## config.mk

```make
export PLATFORM = sky130hd
export DESIGN_NAME = wb_reg_encoder_flat
export DESIGN_NICKNAME = d
export VERILOG_FILES = /design/src/rtl/wb_reg_encoder_if.sv /design/src/rtl/wb_reg_encoder.sv /design/src/flat_wrapper.sv
export SDC_FILE = /design/constraint.sdc
export NUM_CORES = 1
export LEC_CHECK = 0
export BUFFER_PORTS_ARGS = -buffer_cell sky130_fd_sc_hd__buf_2
export CORE_MARGIN = 4
export CORE_UTILIZATION = 45
export CTS_BUF_LIST = sky130_fd_sc_hd__clkbuf_8 sky130_fd_sc_hd__clkbuf_16
export DETAILED_ROUTE_END_ITERATION = 16
export PLACE_DENSITY = 0.76
export SYNTH_ARGS = -nofsm -noshare
export SYNTH_HDL_FRONTEND = slang
export SYNTH_SLANG_ARGS = --single-unit
```

## constraint.sdc

```tcl
create_clock -name clk -period 4.2 [get_ports clk]
set_input_delay 0.63 -clock clk [delete_from_list [all_inputs] [get_ports clk]]
set_output_delay 0.63 -clock clk [all_outputs]
set_load 0.02 [all_outputs]
```

## src/rtl/wb_reg_encoder_if.sv

```systemverilog
// ---------------------------------------------------------------------------
// wb_reg_encoder_if
//   Bundle between the register-file write-back request sources, the encoder
//   and the write-port control.
//
//   req_set   : per-register write-back request pulses (bit 0 is ignored)
//   flush     : synchronous clear of all pending requests and of the output
//   wr_ready  : write-port control accepts wr_id this cycle
//   wr_valid  : wr_id names a pending register
//   wr_id     : encoded register ID
//   wr_onehot : one-hot decode of wr_id, all zero while wr_valid=0
//   pending   : registered pending vector
//
//   Handshake: wr_valid/wr_id are launched from flops. Once wr_valid is high,
//   wr_id stays stable until the cycle in which wr_ready is also high. That
//   cycle is the transfer (accept). wr_ready may toggle freely and carries no
//   meaning while wr_valid is low.
//
//   master : request side and write-port control (drives req_set, flush, wr_ready)
//   slave  : the encoder
// ---------------------------------------------------------------------------
interface wb_reg_encoder_if #(
    parameter int NUM_REGS = 16,
    parameter int ID_W     = 4
);
    logic [NUM_REGS-1:0] req_set;
    logic                flush;
    logic                wr_ready;
    logic                wr_valid;
    logic [ID_W-1:0]     wr_id;
    logic [NUM_REGS-1:0] wr_onehot;
    logic [NUM_REGS-1:0] pending;

    modport master (
        output req_set, flush, wr_ready,
        input  wr_valid, wr_id, wr_onehot, pending
    );

    modport slave (
        input  req_set, flush, wr_ready,
        output wr_valid, wr_id, wr_onehot, pending
    );
endinterface

```

## src/rtl/wb_reg_encoder.sv

```systemverilog
// ---------------------------------------------------------------------------
// wb_reg_encoder
//   Write-back request encoder for the 16-entry register file. Per-register
//   request pulses are collected into a pending vector. One pending register
//   per transaction is chosen round-robin, encoded to a register ID and
//   offered on a valid/ready port. Register 0 is hardwired zero and can
//   never become pending.
//
//   Ports:
//     clk   : clock, rising edge
//     rst_n : asynchronous active-low reset
//     bus   : wb_reg_encoder_if.slave (req_set, flush, wr_ready in;
//             wr_valid, wr_id, wr_onehot, pending out)
//
//   NUM_REGS must equal 2**ID_W. The pointer arithmetic relies on natural
//   ID_W-bit wrap-around.
// ---------------------------------------------------------------------------
module wb_reg_encoder #(
    parameter int NUM_REGS = 16,
    parameter int ID_W     = 4
) (
    input  logic                  clk,
    input  logic                  rst_n,
    wb_reg_encoder_if.slave       bus
);

    logic [NUM_REGS-1:0] pending_q;
    logic [NUM_REGS-1:0] pending_d;
    logic [NUM_REGS-1:0] grant_mask;
    logic [NUM_REGS-1:0] cand_vec;
    logic [ID_W-1:0]     ptr_q;
    logic [ID_W-1:0]     wr_id_q;
    logic [ID_W-1:0]     cand_id;
    logic [ID_W-1:0]     idx;
    logic                wr_valid_q;
    logic                cand_found;
    logic                accept;

    assign accept = wr_valid_q & bus.wr_ready;

    // One-hot of the ID being transferred this cycle (zero when no transfer).
    always_comb begin
        grant_mask = '0;
        if (accept) begin
            grant_mask[wr_id_q] = 1'b1;
        end
    end

    // The register leaving this cycle must not be picked again immediately.
    // Same-cycle req_set bits are deliberately not visible here.
    assign cand_vec = pending_q & ~grant_mask;

    // Round-robin search starting just past ptr. When k reaches NUM_REGS the
    // ID_W-bit sum wraps back to ptr itself, so every entry is visited once.
    always_comb begin
        cand_found = 1'b0;
        cand_id    = '0;
        idx        = '0;
        for (int k = 1; k <= NUM_REGS; k++) begin
            idx = ptr_q + ID_W'(k);
            if (!cand_found && cand_vec[idx]) begin
                cand_found = 1'b1;
                cand_id    = idx;
            end
        end
    end

    // A set in the same cycle as the accept of that bit keeps it pending,
    // because req_set is ORed after the accept clear.
    always_comb begin
        pending_d = pending_q;
        if (bus.flush) begin
            pending_d = '0;
        end else begin
            pending_d    = bus.req_set | (pending_q & ~grant_mask);
            pending_d[0] = 1'b0;
        end
    end

    always_ff @(posedge clk or negedge rst_n) begin
        if (!rst_n) begin
            pending_q  <= '0;
            wr_valid_q <= 1'b0;
            wr_id_q    <= '0;
            ptr_q      <= ID_W'(NUM_REGS - 1);
        end else begin
            pending_q <= pending_d;
            if (bus.flush) begin
                // Flush drops the offer but keeps wr_id and ptr.
                wr_valid_q <= 1'b0;
            end else begin
                if (accept) begin
                    ptr_q <= wr_id_q;
                end
                // Load a new offer only when the output is idle or just
                // transferred. Otherwise hold it stable under backpressure.
                if (!wr_valid_q || accept) begin
                    wr_valid_q <= cand_found;
                    if (cand_found) begin
                        wr_id_q <= cand_id;
                    end
                end
            end
        end
    end

    always_comb begin
        bus.wr_onehot = '0;
        if (wr_valid_q) begin
            bus.wr_onehot[wr_id_q] = 1'b1;
        end
    end

    assign bus.wr_valid = wr_valid_q;
    assign bus.wr_id    = wr_id_q;
    assign bus.pending  = pending_q;

endmodule

```

## src/flat_wrapper.sv

```systemverilog
// flat-port wrapper written by rule: the top's interface ports become plain ports
module wb_reg_encoder_flat 
#(
    parameter int NUM_REGS = 16,
    parameter int ID_W     = 4
)
  (clk, rst_n, bus_req_set, bus_flush, bus_wr_ready, bus_wr_valid, bus_wr_id, bus_wr_onehot, bus_pending);
  wb_reg_encoder_if #(.NUM_REGS(NUM_REGS), .ID_W(ID_W)) bus_i ();
  input  logic clk;
  input  logic rst_n;
  input wire logic [$bits(bus_i.req_set)-1:0] bus_req_set;
  input wire logic [$bits(bus_i.flush)-1:0] bus_flush;
  input wire logic [$bits(bus_i.wr_ready)-1:0] bus_wr_ready;
  output wire logic [$bits(bus_i.wr_valid)-1:0] bus_wr_valid;
  output wire logic [$bits(bus_i.wr_id)-1:0] bus_wr_id;
  output wire logic [$bits(bus_i.wr_onehot)-1:0] bus_wr_onehot;
  output wire logic [$bits(bus_i.pending)-1:0] bus_pending;
  assign bus_i.req_set = bus_req_set;
  assign bus_i.flush = bus_flush;
  assign bus_i.wr_ready = bus_wr_ready;
  assign bus_wr_valid = bus_i.wr_valid;
  assign bus_wr_id = bus_i.wr_id;
  assign bus_wr_onehot = bus_i.wr_onehot;
  assign bus_pending = bus_i.pending;
  wb_reg_encoder #(.NUM_REGS(NUM_REGS), .ID_W(ID_W)) u_core (.clk(clk), .rst_n(rst_n), .bus(bus_i));
endmodule
```

* Yosys cells after proc, flatten, opt, wreduce, memory -nomap -nowiden *
Cells that the tools add are included.

operators by class
  $add $sub $neg = 15
  order comparisons = 18
  muxes and demuxes = 71
  bitwise logic cells = 5
  reduce and logical (&&, ||, !) cells = 36

operator list
  cell                                                  count
  < comparator 4 x 5 -> 1 bit (second input constant)   17
  binary-select mux 1 bit (select 4 bit)                16
  two-way mux 4 bit                                     16
  two-way mux 16 bit                                    3
  two-way mux 1 bit                                     35
  adder 4 bit (second input constant)                   8
  adder 4 x 3 -> 4 bit (second input constant)          4
  bitwise AND 16 bit                                    1
  logical AND 1 bit                                     16
  logical NOT 1 bit                                     16
  NOT 16 bit                                            1
  bitwise OR 16 bit                                     1
  adder 4 x 2 -> 4 bit (second input constant)          2
  adder 4 x 1 -> 4 bit (second input constant)          1
  demux 1 bit (select 4 bit)                            1
  >= comparator 4 x 1 -> 1 bit (second input constant)  1
  AND reduction 3 bit                                   1
  AND reduction 2 bit                                   1
  nonzero test 2 bit                                    1
  bitwise AND 1 bit                                     1
  logical OR 1 bit                                      1
  NOT 1 bit                                             1

word-level totals
  register bits = 25
  input port bits = 20
  output and inout port bits = 37
  word-level logic and storage cells = 149

* Logic depth before layout (Yosys ltp) *
  word-level depth = 57
  mapped depth = 16
  depth with buffers taken out = 12

* Worst setup path after synthesis *
OpenSTA, ideal clock, no wires.

  kind = register -> register
  from = reg u_core.ptr_q[1]
  to = reg u_core.wr_id_q[3] (netlist: u_core.bus.wr_id[3])
  setup time = 82 ps
  data arrival time = 4326 ps
  data required time = 4118 ps
  setup slack = -208 ps
  cell stages (with the launch flop) = 17
  buffers on the path = 4
  clock period less this slack = 4408 ps
  path through = dfstp_2 > clkbuf_1 > inv_1 > clkbuf_1 > ha_1 > buf_2 > xnor3_1 > or4_4 > a21oi_2 > a311oi_1 > nor4_4 > nand4_4 > or3_4 > o311a_1 > buf_6 > mux2i_1 > a31oi_1

on the way
  word-level cells in the longest chain between the ends = 50
  elaborated cells between the ends (all ways) = 110
  classes of those cells = 15 x add/sub; 64 x mux; 31 x reduce/logical

ends and longest elaborated chain
  what                                     RTL line               source
  from (decl)                              wb_reg_encoder.sv:31   logic [ID_W-1:0] ptr_q;
  from (signal assigned)                   wb_reg_encoder.sv:85   ptr_q <= ID_W'(NUM_REGS - 1);
  from (signal assigned)                   wb_reg_encoder.sv:93   ptr_q <= wr_id_q;
  adder 4 x 1 -> 4 bit                     wb_reg_encoder.sv:60   idx = ptr_q + ID_W'(k);
  binary-select mux 1 bit (select 4 bit)   wb_reg_encoder.sv:61   if (!cand_found && cand_vec[idx]) begin
  two-way mux 1 bit (implied by the code)  wb_reg_encoder.sv:61
  two-way mux 1 bit                        wb_reg_encoder.sv:61
  logical NOT 1 bit                        wb_reg_encoder.sv:61
  logical AND 1 bit                        wb_reg_encoder.sv:61
  two-way mux 1 bit                        wb_reg_encoder.sv:61
  logical NOT 1 bit                        wb_reg_encoder.sv:61
  [34 not listed]                          n/a
  two-way mux 1 bit                        wb_reg_encoder.sv:61
  logical NOT 1 bit                        wb_reg_encoder.sv:61
  logical AND 1 bit                        wb_reg_encoder.sv:61
  two-way mux 1 bit                        wb_reg_encoder.sv:61
  logical NOT 1 bit                        wb_reg_encoder.sv:61
  logical AND 1 bit                        wb_reg_encoder.sv:61
  two-way mux 1 bit                        wb_reg_encoder.sv:61
  AND reduction 3 bit (no line)            n/a
  to (signal assigned)                     wb_reg_encoder.sv:100  wr_id_q <= cand_id;
  to (decl)                                wb_reg_encoder.sv:32   logic [ID_W-1:0] wr_id_q;

Several ways; a longest one is shown, not always the timed one. The select of a mux whose other input is x is not followed.
A chain may end at the register's enable or synchronous reset.

* Worst setup path in the final report *
  from = reg u_core.ptr_q[0]
  to = reg u_core.wr_id_q[1] (netlist: u_core.bus.wr_id[1])

The elaborated chain is that of the path after synthesis.

==> flow_metrics.py <==
metrics = {
    "status": {
        "outcome": "finished, final reports clean",
    },
    "synthesis": {
        "yosysWarnings": 0,
        "syn_nets": 554,
        "ys_seq_elements": 24,
        "synth_top_area_cell": "dfrtp_1",
        "syn_area_um2": 4150,
        "synth_cells": 527,
        "synth_top_cell_area_share_pct": 12.1,
        "yosysMostFrequentCell": "nor2_1",
        "synthTopCellsByCount": "nor2_1 (55), nand2_1 (43), a21oi_1 (34)",
        "async_flop_share_pct": 100,
        "avgSynthCellArea_um2": 7.87,
        "synth_edf_count": 0,
        "synth_area_leaders": "dfrtp_1 (12%), mux2i_1 (6.0%), mux4_2 (6.0%)",
        "synth-seq-area-share_pct": 14.6,
        "ys.flop_type": "dfrtp_1",
        "synth_cell_types": 88,
    },
    "setup_path": {
        "worst_ep_arrival_time_ns": 4.22,
        "critPathSlowestCell": "xnor2_2",
        "r2r_end": "u_core.bus.wr_id[1]",
        "cp.required_ns": 4.35,
        "cpLargestDelayFamily": "simple AND/OR/NAND/NOR gates",
        "r2r_start": "u_core.ptr_q[0]",
        "reg2regPathDepth": 12,
        "start_kind": "flip-flop",
        "r2r_setup_slack_ns": 0.13,
        "cp_max_fo": 20,
        "end_kind": "flip-flop",
        "cp_num_buf_inv": 2,
        "crit_chain": "buf_12 -> xnor2_2 -> buf_4 -> a311oi_1 -> o21ai_0 -> a21oi_1 -> nor4_4 -> nand4_4 -> or3_1 -> a2bb2oi_1 -> nor3_1 -> o32ai_1",
        "crit_type": "reg -> reg",
        "max_stage_delay_ns": 0.58,
    },
    "drt": {
        "ant_nets": 0,
        "first_iter_violations": 499,
        "wire_per_inst_um": 22.4,
        "wl_um": 16600,
        "viasPerCell": 6.67,
        "dr.pass1.iters": 5,
        "via_count": 4938,
        "drc": 0,
    },
    "clocking": {
        "cts_htree_levels": 1,
        "cts_buffer_depth": 2,
        "cts_made_buffers": 3,
        "clockRootBuffer": "clkbuf_8",
        "cts_tree": "done",
        "clk_latency_ns": 0.28,
        "clk_pin_slew_ns": 0.10,
        "cts_sinks": 24,
    },
    "layout": {
        "diodes": 0,
        "seq_area_um2": 606,
        "fin_nets": 660,
        "drive_gt1_share_pct": 33.7,
        "layout.cells.non_filler": 740,
        "fin_util_pct": 58.0,
        "n_fill_cell": 830,
        "multi_input_area_um2": 3320,
        "area_delta_synth_final_pct": 23.8,
    },
    "die": {
        "start_util_pct": 46.8,
        "top_level_ports": 57,
        "die_h_um": 104,
        "dieArea_um2": 10800,
        "coreArea_um2": 8850,
        "rows": 34,
        "die_width_um": 104,
    },
    "grt": {
        "antenna_found_initial": 0,
        "grt_max_degree": 25,
        "grt_usage_pct": 29.6,
        "grt_pass1_vias": 4726,
        "grt_remaining_overflow": 0,
        "grt_pass1_wl_um": 26000,
    },
    "timing": {
        "hold_viol_final": 0,
        "slew_headroom_pct": 51.1,
        "fmax_ghz": 0.246,
        "setup_violations": 0,
        "finalMaxSlewViolations": 0,
        "tightest_slew_ns": 0.729,
        "whs_ns": 0.332,
        "fin_crit_sh_pct": 96.8,
        "clock_skew_ns": 0.00619,
        "setup_slack_ns": 0.135,
        "period_needed_ns": 4.07,
    },
    "placed_design": {
        "portBuffers": 54,
        "dp_hpwl_um": 13400,
        "gp_congestion": 0.985,
        "dp_cells": 736,
        "place_ws_ns": -0.0194,
    },
    "worst_hold_path": {
        "min_path_type": "in -> async",
    },
    "flow_run": {
        "drv_cap": 0,
    },
}
==> layout by cell type, fill, tap and decap left out, types with 4 or more instances in the layout <==
cell / n
a21oi_1: 34
a22o_1: 4
a311o_1: 5
a311oi_1: 5
a31o_2: 4
a31oi_1: 12
a32oi_1: 4
and3_1: 4
buf_2: 54
buf_4: 87
dfrtp_1: 20
dfstp_2: 4
ha_1: 5
inv_1: 13
mux2_2: 20
mux2i_1: 25
mux4_2: 11
nand2_1: 43
nand2b_1: 6
nand3_1: 20
nand3b_1: 4
nand4_1: 12
nor2_1: 55
nor3_1: 12
nor4_1: 10
o2111ai_1: 5
o211ai_1: 9
o21ai_0: 22
o22ai_1: 7
o31ai_1: 9
xnor2_1: 10
xor2_1: 4
==> registers in the layout, indices dropped and copies added, names as in the netlist <==
register / count
u_core.bus.pending: 15
u_core.bus.wr_id: 4
u_core.bus.wr_valid: 1
u_core.ptr_q: 4
==> layer usage <==
metal / vias to the layer above / track usage (%) / share of wire (%)
li1: 2257 / - / -
met1: 2353 / 40.5 / 43
met2: 281 / 46.9 / 44
met3: 47 / 4.97 / 8.9
met4: 0 / 11.1 / 4.0
met5: - / 0 / 0
==> kinds of logic after synthesis <==
family                   synth area share, %
AND/OR/NAND/NOR                         26.0
XOR/XNOR                                5.10
buffers and inverters                   6.28
flip-flops                              14.6
AO/OA/AOI/OAI                           27.7
adder cells (fa/ha/maj)                 2.11
multiplexers                            18.1
other                                 0.0905
==> layout make-up <==
type | count | share of cell area, %
Multi-Input combinational cell | 446 | 64.6
Tap cell | 108 | 2.63
Clock buffer | 3 | 0.805
Inverter | 16 | 1.17
Sequential cell | 24 | 11.8
Timing Repair Buffer | 142 | 18.4
Clock inverter | 1 | 0.585
==> how the worst max path moves through the flow <==
| stage | from | end | cells after the start |
|---|---|---|---|
| after floorplan | u_core.ptr_q[1] | u_core.bus.wr_id[3] | 16 |
| final | u_core.ptr_q[0] | u_core.bus.wr_id[1] | 12 |
| after global placement | u_core.ptr_q[0] | u_core.bus.wr_id[3] | 13 |
| after global routing | u_core.ptr_q[0] | u_core.bus.wr_id[3] | 12 |
| after detailed placement | u_core.ptr_q[0] | u_core.bus.wr_id[3] | 13 |
| after CTS | u_core.ptr_q[0] | u_core.bus.wr_id[3] | 12 |
==> what timing repair did <==
| action | in CTS | in global routing |
|---|---|---|
| endpoints found under the setup margin | 1 | 4 |
| pin swaps | 0 | 1 |
| resized for setup | 1 | 6 |
| cloned | 0 | 0 |
| hold buffers | 0 | 0 |
| buffers inserted | 0 | 0 |
==> per-stage QoR <==
stage | cell area (um2) | setup TNS [ns]
after detailed placement | 5030 | -0.0194
final | 5130 | 0
after global routing | 5130 | -0.00131
after CTS | 5110 | 0
after floorplan | 4160 | 0
after global placement | 5030 | 0
Power is left out: the tool's default activity adds up to more than one toggle a clock period on the data nets, which glitch-free logic cannot reach.
